### src/rtl/id_ex_stage.sv
// -----------------------------------------------------------------------------
// id_ex_stage
//   ID/EX pipeline register with operand forwarding, load-use hazard
//   detection, EX back-pressure, branch flush and a saturating bubble counter.
//
// Ports
//   CLK, RESET                 clock (rising edge), async active-low reset
//   ID_*                       decoded IF/ID instruction fields
//   RF_OUT1, RF_OUT2           asynchronous register-file read data
//   EX_RESULT                  result of the instruction held in EXO_*
//   MEM_RD/WRITE/RESULT        MEM-stage writer for forwarding
//   WB_RD/WRITE/DATA           WB-stage writer for forwarding
//   EX_BUSY, FLUSH             EX back-pressure, branch/jump kill
//   STALL                      hold PC and IF/ID (combinational)
//   EXO_*                      registered ID/EX pipeline contents
//   BUBBLE_CNT                 saturating count of load-use bubbles
// -----------------------------------------------------------------------------
module id_ex_stage #(
   parameter int XLEN   = 32,
   parameter int CTRL_W = 12,
   parameter int CNT_W  = 16
) (
   input  logic              CLK,
   input  logic              RESET,
   input  logic              ID_VALID,
   input  logic [XLEN-1:0]   ID_PC,
   input  logic [4:0]        ID_RS1,
   input  logic [4:0]        ID_RS2,
   input  logic [4:0]        ID_RD,
   input  logic              ID_USE_RS1,
   input  logic              ID_USE_RS2,
   input  logic [XLEN-1:0]   ID_IMM,
   input  logic [CTRL_W-1:0] ID_CTRL,
   input  logic [XLEN-1:0]   RF_OUT1,
   input  logic [XLEN-1:0]   RF_OUT2,
   input  logic [XLEN-1:0]   EX_RESULT,
   input  logic [4:0]        MEM_RD,
   input  logic              MEM_WRITE,
   input  logic [XLEN-1:0]   MEM_RESULT,
   input  logic [4:0]        WB_RD,
   input  logic              WB_WRITE,
   input  logic [XLEN-1:0]   WB_DATA,
   input  logic              EX_BUSY,
   input  logic              FLUSH,
   output logic              STALL,
   output logic              EXO_VALID,
   output logic [XLEN-1:0]   EXO_PC,
   output logic [XLEN-1:0]   EXO_OP1,
   output logic [XLEN-1:0]   EXO_OP2,
   output logic [XLEN-1:0]   EXO_IMM,
   output logic [4:0]        EXO_RD,
   output logic [CTRL_W-1:0] EXO_CTRL,
   output logic [CNT_W-1:0]  BUBBLE_CNT
);

   logic              valid_q, valid_d;
   logic [XLEN-1:0]   pc_q, pc_d;
   logic [XLEN-1:0]   op1_q, op1_d;
   logic [XLEN-1:0]   op2_q, op2_d;
   logic [XLEN-1:0]   imm_q, imm_d;
   logic [4:0]        rd_q, rd_d;
   logic [CTRL_W-1:0] ctrl_q, ctrl_d;
   logic [CNT_W-1:0]  cnt_q, cnt_d;

   logic              ex_fwd_ok_s;
   logic              lu_s;
   logic [XLEN-1:0]   fwd1_s, fwd2_s;

   // A load in EX has no data yet, so only non-load writers forward from EX.
   assign ex_fwd_ok_s = valid_q & ctrl_q[0] & ~ctrl_q[1];

   // Forwarding mux: x0 is hard zero, then EX > MEM > WB > register file.
   function automatic logic [XLEN-1:0] fwd_sel(
      input logic [4:0]      a,
      input logic [XLEN-1:0] rf_data,
      input logic            ex_ok,
      input logic [4:0]      ex_rd,
      input logic [XLEN-1:0] ex_data,
      input logic            mem_we,
      input logic [4:0]      mem_rd,
      input logic [XLEN-1:0] mem_data,
      input logic            wb_we,
      input logic [4:0]      wb_rd,
      input logic [XLEN-1:0] wb_data
   );
      logic [XLEN-1:0] r;
      if (a == 5'd0) begin
         r = {XLEN{1'b0}};
      end else if (ex_ok && (ex_rd == a)) begin
         r = ex_data;
      end else if (mem_we && (mem_rd == a)) begin
         r = mem_data;
      end else if (wb_we && (wb_rd == a)) begin
         r = wb_data;
      end else begin
         r = rf_data;
      end
      return r;
   endfunction

   // Operand forwarding for both source registers.
   always_comb begin
      fwd1_s = fwd_sel(ID_RS1, RF_OUT1, ex_fwd_ok_s, rd_q, EX_RESULT,
                       MEM_WRITE, MEM_RD, MEM_RESULT, WB_WRITE, WB_RD, WB_DATA);
      fwd2_s = fwd_sel(ID_RS2, RF_OUT2, ex_fwd_ok_s, rd_q, EX_RESULT,
                       MEM_WRITE, MEM_RD, MEM_RESULT, WB_WRITE, WB_RD, WB_DATA);
   end

   // Load-use hazard: the load in EX produces a register ID actually reads.
   assign lu_s = ID_VALID & valid_q & ctrl_q[1] & (rd_q != 5'd0) &
                 ((ID_USE_RS1 & (rd_q == ID_RS1)) | (ID_USE_RS2 & (rd_q == ID_RS2)));

   // Upstream stall; suppressed during reset and when a flush kills ID anyway.
   assign STALL = RESET & ~FLUSH & (EX_BUSY | lu_s);

   // Next-state selection: flush > busy > load-use bubble > normal latch.
   always_comb begin
      valid_d = valid_q;
      pc_d    = pc_q;
      op1_d   = op1_q;
      op2_d   = op2_q;
      imm_d   = imm_q;
      rd_d    = rd_q;
      ctrl_d  = ctrl_q;
      cnt_d   = cnt_q;
      if (FLUSH) begin
         valid_d = 1'b0;
         ctrl_d  = {CTRL_W{1'b0}};
      end else if (EX_BUSY) begin
         valid_d = valid_q;
      end else if (lu_s) begin
         valid_d = 1'b0;
         ctrl_d  = {CTRL_W{1'b0}};
         if (cnt_q != {CNT_W{1'b1}}) begin
            cnt_d = cnt_q + {{(CNT_W-1){1'b0}}, 1'b1};
         end else begin
            cnt_d = cnt_q;
         end
      end else begin
         valid_d = ID_VALID;
         pc_d    = ID_PC;
         op1_d   = fwd1_s;
         op2_d   = fwd2_s;
         imm_d   = ID_IMM;
         rd_d    = ID_RD;
         ctrl_d  = ID_VALID ? ID_CTRL : {CTRL_W{1'b0}};
      end
   end

   // ID/EX pipeline register and bubble counter.
   always_ff @(posedge CLK or negedge RESET) begin
      if (!RESET) begin
         valid_q <= 1'b0;
         pc_q    <= {XLEN{1'b0}};
         op1_q   <= {XLEN{1'b0}};
         op2_q   <= {XLEN{1'b0}};
         imm_q   <= {XLEN{1'b0}};
         rd_q    <= 5'd0;
         ctrl_q  <= {CTRL_W{1'b0}};
         cnt_q   <= {CNT_W{1'b0}};
      end else begin
         valid_q <= valid_d;
         pc_q    <= pc_d;
         op1_q   <= op1_d;
         op2_q   <= op2_d;
         imm_q   <= imm_d;
         rd_q    <= rd_d;
         ctrl_q  <= ctrl_d;
         cnt_q   <= cnt_d;
      end
   end

   assign EXO_VALID  = valid_q;
   assign EXO_PC     = pc_q;
   assign EXO_OP1    = op1_q;
   assign EXO_OP2    = op2_q;
   assign EXO_IMM    = imm_q;
   assign EXO_RD     = rd_q;
   assign EXO_CTRL   = ctrl_q;
   assign BUBBLE_CNT = cnt_q;

endmodule

### config.mk
export PLATFORM = sky130hd
export DESIGN_NAME = id_ex_stage
export DESIGN_NICKNAME = d
export VERILOG_FILES = /design/src/rtl/id_ex_stage.sv
export SDC_FILE = /design/constraint.sdc
export NUM_CORES = 1
export LEC_CHECK = 0
export ABC_AREA = 1
export CORE_AREA = 2 2 167 169
export CTS_CLUSTER_SIZE = 14
export DETAILED_ROUTE_END_ITERATION = 7
export DIE_AREA = 0 0 169 171
export MAX_ROUTING_LAYER = met4
export PLACE_DENSITY = 0.7
export SKIP_CTS_REPAIR_TIMING = 1
export SYNTH_ARGS = -nofsm -noshare
export SYNTH_HDL_FRONTEND = slang
export SYNTH_SLANG_ARGS = --single-unit
### constraint.sdc
create_clock -name CLK -period 3.65 [get_ports CLK]
set_input_delay 0.73 -clock CLK [delete_from_list [all_inputs] [get_ports CLK]]
set_output_delay 0.73 -clock CLK [all_outputs]
set_load 0.005 [all_outputs]
# Word-level counts from Yosys, hierarchy flattened
# Cells that the tools add are included.
[op_classes] addsub=1 eq_ne=8 n_mux=15 bitwise_logic=16 n_reduce_logical=11
[op_table] op="$mux 32" count=8
[op_table] op="$mux 12" count=4
[op_table] op="$eq 5x5->1" count=6
[op_table] op="$add 16x1->16 const B" count=1
[op_table] op="$ne 16x16->1 const B" count=1
[op_table] op="$and 1x1->1" count=10
[op_table] op="$logic_not 5->1" count=2
[op_table] op="$logic_and 1x1->1" count=6
[op_table] op="$reduce_bool 5->1" count=1
[op_table] op="$not 1->1" count=4
[op_table] op="$reduce_and 4->1" count=1
[op_table] op="$mux 1" count=3
[op_table] op="$reduce_and 3->1" count=1
[op_table] op="$ne 2x1->1 const B" count=1
[op_table] op="$or 1x1->1" count=2
[totals] ff_bits=162 in_bits=270

# Longest topological paths before layout
[logic_depth] word_depth=7 ltp_mapped=12

# Least setup slack after synthesis
# OpenSTA, ideal clock, no wires.
[synth_path] path_type="input port to output port" start="input ID_RS1[2]" end="output STALL" arrival_time_ns=1.618 required_ns=2.920 setup_slack_ns=1.302 path_stages=9 path_buffers=1 cell_sequence="inv_1 > nand2_1 > nand2_1 > nor2_1 > nand4_1 > nand2_1 > nand2_4 > clkbuf_1 > a21oi_1"
[synth_between] elab_chain_cells=6
[synth_lines] item="start: declaration" line="27" rtl="input logic [4:0] ID_RS1,"
[synth_lines] item="$eq 5x5->1" line="111" rtl="((ID_USE_RS1 & (rd_q == ID_RS1)) | (ID_USE_RS2 & (rd_q == ID_RS2)));"
[synth_lines] item="$and 1x1->1" line="111"
[synth_lines] item="$or 1x1->1" line="111"
[synth_lines] item="$and 1x1->1" line="110" rtl="assign lu_s = ID_VALID & valid_q & ctrl_q[1] & (rd_q != 5'd0) &"
[synth_lines] item="$or 1x1->1" line="114" rtl="assign STALL = RESET & ~FLUSH & (EX_BUSY | lu_s);"
[synth_lines] item="$and 1x1->1" line="114"
[synth_lines] item="end: declaration" line="45" rtl="output logic STALL,"
# No other way between the ends.

# Final worst setup path
# Same ends and word-level chain as after synthesis.

==> summary.md <==
| Metric | Value |
|---|---|
| Top-area cell type share of the netlist area | 0.420 |
| Yosys warns | 0 |
| TritonCTS clock tree | done |
| Antenna Nets Post-Route | 0 |
| CP max stage delay | approximately 0.57 ns |
| Final Worst Setup Slack | between 0.15 and 0.2 ns |
| R2R setup slack | between 1 and 1.5 ns |
| Fmax | ~0.29 GHz |
| Die height | around 170 µm |
| GRT Overall Usage | 0.286 |
| Area of the multi-input gates | roughly 4800 µm² |
| Worst-path maximum fanout | 5 |
| R2r endpoint | EXO_OP1[24] |
| Synth Cell Area | a little under 10000 µm² |
| Antenna violations before repair | 6 |
| Total routed wirelength | around 41000 µm |
| Critical path arrival | between 2 and 3 ns |
| Storage cell area | about 4100 µm² |
| Reg-to-Reg Start | EXO_RD[0] |
| RSZ-0062 raised after global routing | false |
| Die Wd | between 150 and 200 µm |
| Layout Nets | roughly 2100 |
| Most common cell in the netlist | nand2_1 |
| Status | finished, final reports clean |
| Synth area leaders | dfrtp_1, nand2_1, nand3_1, inv_1, nand4_1 |
| Clock Sinks | approximately 160 |
| CP max stage cell | clkdlybuf4s50_1 |
| Seq cells post-synth | about 160 |
| Remaining Overflow, GRT | 0 |
| Num rows | 61 |
| Placer Congestion | approximately 0.96 |
| Largest net degree at the start of global routing | 96 |
| Io pins | ~430 |
| Max Cap Viol | 0 |
| Setup TNS | 0 ns |
| Yosys cell types | 31 |
| Reg clk slew, reported paths | 0.08 ns |
| Via count | 11300 |
| Core area | 27300 µm² |
| Port Buffers | approximately 430 |
| Post-synth EDFFs | 0 |
| Crit-path most repeated cell | nand2_1 |
| CTS Buf Count | 17 |
| Power per cell area | between 300 and 400 nW/µm² |
| First-pass GRT wire length | just over 60000 µm |
| H-tree levels | 4 |
| Synth top cells by count | nand2_1, nand3_1, dfrtp_1, inv_1, nor2_1 |
| Part of the Yosys area used for sequential elements | 0.420 |
| Worst Setup Start Kind | input port |
| Placed cell count | between 2000 and 2500 |
| Syn_area_per_cell | 6.71 µm² |
| Initial DRC Count | approximately 1200 |
| Residual DRC count | 0 |
| Final Instance Count excl. Fillers | approximately 2200 |
| Synth Net Count | approximately 1700 |
| Layout cell share with drive strength beyond 1 | 0.0451 |
| Final worst path period need | approximately 3.5 ns |
| Pre-CTS setup slack | about 0.17 ns |
| Max Root-Sink Buffers | 2 |
| Die area | 28900 µm² |
| # setup viols final | 0 |
| Area leader, netlist | dfrtp_1 |
| Clock Skew | around 0.012 ns |
| Post-DP HPWL | ~29000 µm |
| Routed len/inst | between 15 and 20 µm |
| CP Capture Type | primary output |
| Fillers | 2668 |
| Worst vdd ir | roughly 0.24 mV |
| Vias in the first global route | 11100 |
| Layout overhead on the synthesized area | 53.0% |
| Vias per cell | roughly 5.2 |
| Final hold vios | 0 |
| Async S/R FF share, synth | 1.00 |
| Cell breakdown of the critical path | clkdlybuf4s50_1, inv_1, nand2_1, nand2_1, nor2_1, nand4_1, nand2_1, nand2_4, a21oi_1, clkdlybuf4s50_1 |
| Worst-margin pin slew | 1.03 ns |
| Worst hold path type | input port to asynchronous set/reset pin |
| Pleak | around 7.3 nW |
| Max-slew headroom | 0.313 |
| First drt pass iteration count | 5 |
| Top FF cell, synth | dfrtp_1 |
| Final Max Tran Viols | 0 |
| Worst reg-to-reg path cell count | 12 |
| Initial Util | 0.354 |
| Crit path kind | input port to primary output |
| Root Driver | clkbuf_16 |
| Tcrit/Tclk final | 0.958 |
| Worst skew pair latency | around 0.44 ns |
| Synth Instances | around 1400 |
| Req. time, crit path | between 2 and 3 ns |
==> worst max-delay path, delay by kind of cell <==
family / cells / cell delay (ns)
compound gates: 1 / 0.23
buf+inv: 3 / 1.23
simple gates: 6 / 0.58
==> flip-flops by register name, indices dropped and copies added (netlist names) <==
signal	flops
BUBBLE_CNT	16
EXO_CTRL	12
EXO_IMM	32
EXO_OP1	32
EXO_OP2	32
EXO_PC	32
EXO_RD	5
EXO_VALID	1
==> how the worst max path moves through the flow <==
stage / from / endpoint / slack (ns) / cells past startpoint
3_5_place_dp: ID_RS1[2] / STALL / 0.17 / 10
4_1_cts: ID_RS1[2] / STALL / 0.16 / 10
3_3_place_gp: ID_RS1[2] / STALL / 0.19 / 10
6_report: ID_RS1[2] / STALL / 0.15 / 10
2_1_floorplan: ID_RS1[2] / STALL / 1.30 / 9
5_1_grt: ID_RS1[2] / STALL / 0.04 / 10
==> cells by family (layout without fill, tap and decap cells) <==
kind of cell,count (synthesis),after routing,synth area share
compound gates,21,21,0.0110
xor+xnor,18,18,0.0163
fa+ha+maj,1,1,0.00129
buf+inv,166,566,0.0819
flops,162,162,0.420
other cells,0,7,0
simple gates,1072,1072,0.470
==> stage by stage <==
stage	total power (W)	hold WS (ns)	cell area, µm²	utilization
floorplan	0.00260	0.434	9660	-
global placement	0.00354	0.453	14100	0.518
detailed placement	0.00355	0.457	14100	0.518
CTS	0.00550	0.122	14800	0.540
global route	0.00572	0.126	14800	0.541
finish	0.00546	0.134	14800	0.541
==> final cells by class <==
| type | instances | area share |
|---|---|---|
| Tap cell | 346 | 0.0293 |
| Antenna cell | 7 | 0.00119 |
| Multi-Input combinational cell | 1112 | 0.327 |
| Clock buffer | 17 | 0.0288 |
| Timing Repair Buffer | 456 | 0.307 |
| Clock inverter | 15 | 0.0128 |
| Inverter | 78 | 0.0198 |
| Sequential cell | 162 | 0.274 |
==> cells in the final DEF, fill, tap and decap left out, drive strengths merged <==
cell type	n
a21oi	9
a31oi	1
buf	25
bufinv	2
clkbuf	17
clkdlybuf4s50	431
clkinv	4
clkinvlp	1
dfrtp	162
diode	7
ha	1
inv	86
nand2	694
nand3	283
nand3b	1
nand4	35
nor2	44
nor2b	1
nor3	11
nor4	1
o21ai	11
or2	2
xnor2	8
xor2	10
==> report_power, final <==
| group | leakage [nW] | switching, W | internal (W) | total (W) |
|---|---|---|---|---|
| Sequential | 2.04 | 0.000131 | 0.00200 | 0.00213 |
| Clock | 0.301 | 0.000889 | 0.00105 | 0.00194 |
| Combinational | 4.91 | 0.000627 | 0.000771 | 0.00140 |
| Total | 7.25 | 0.00165 | 0.00381 | 0.00546 |
==> metal layers <==
layer | vias to the layer above | routed length (µm) | GRT usage
met5 | - | 0 | -
met4 | 0 | 1120 | 0.106
met3 | 85 | 4460 | 0.0858
met2 | 666 | 19700 | 0.467
met1 | 5181 | 16100 | 0.334
li1 | 5380 | - | -
No activity file was read; power rests on OpenSTA's default activity.
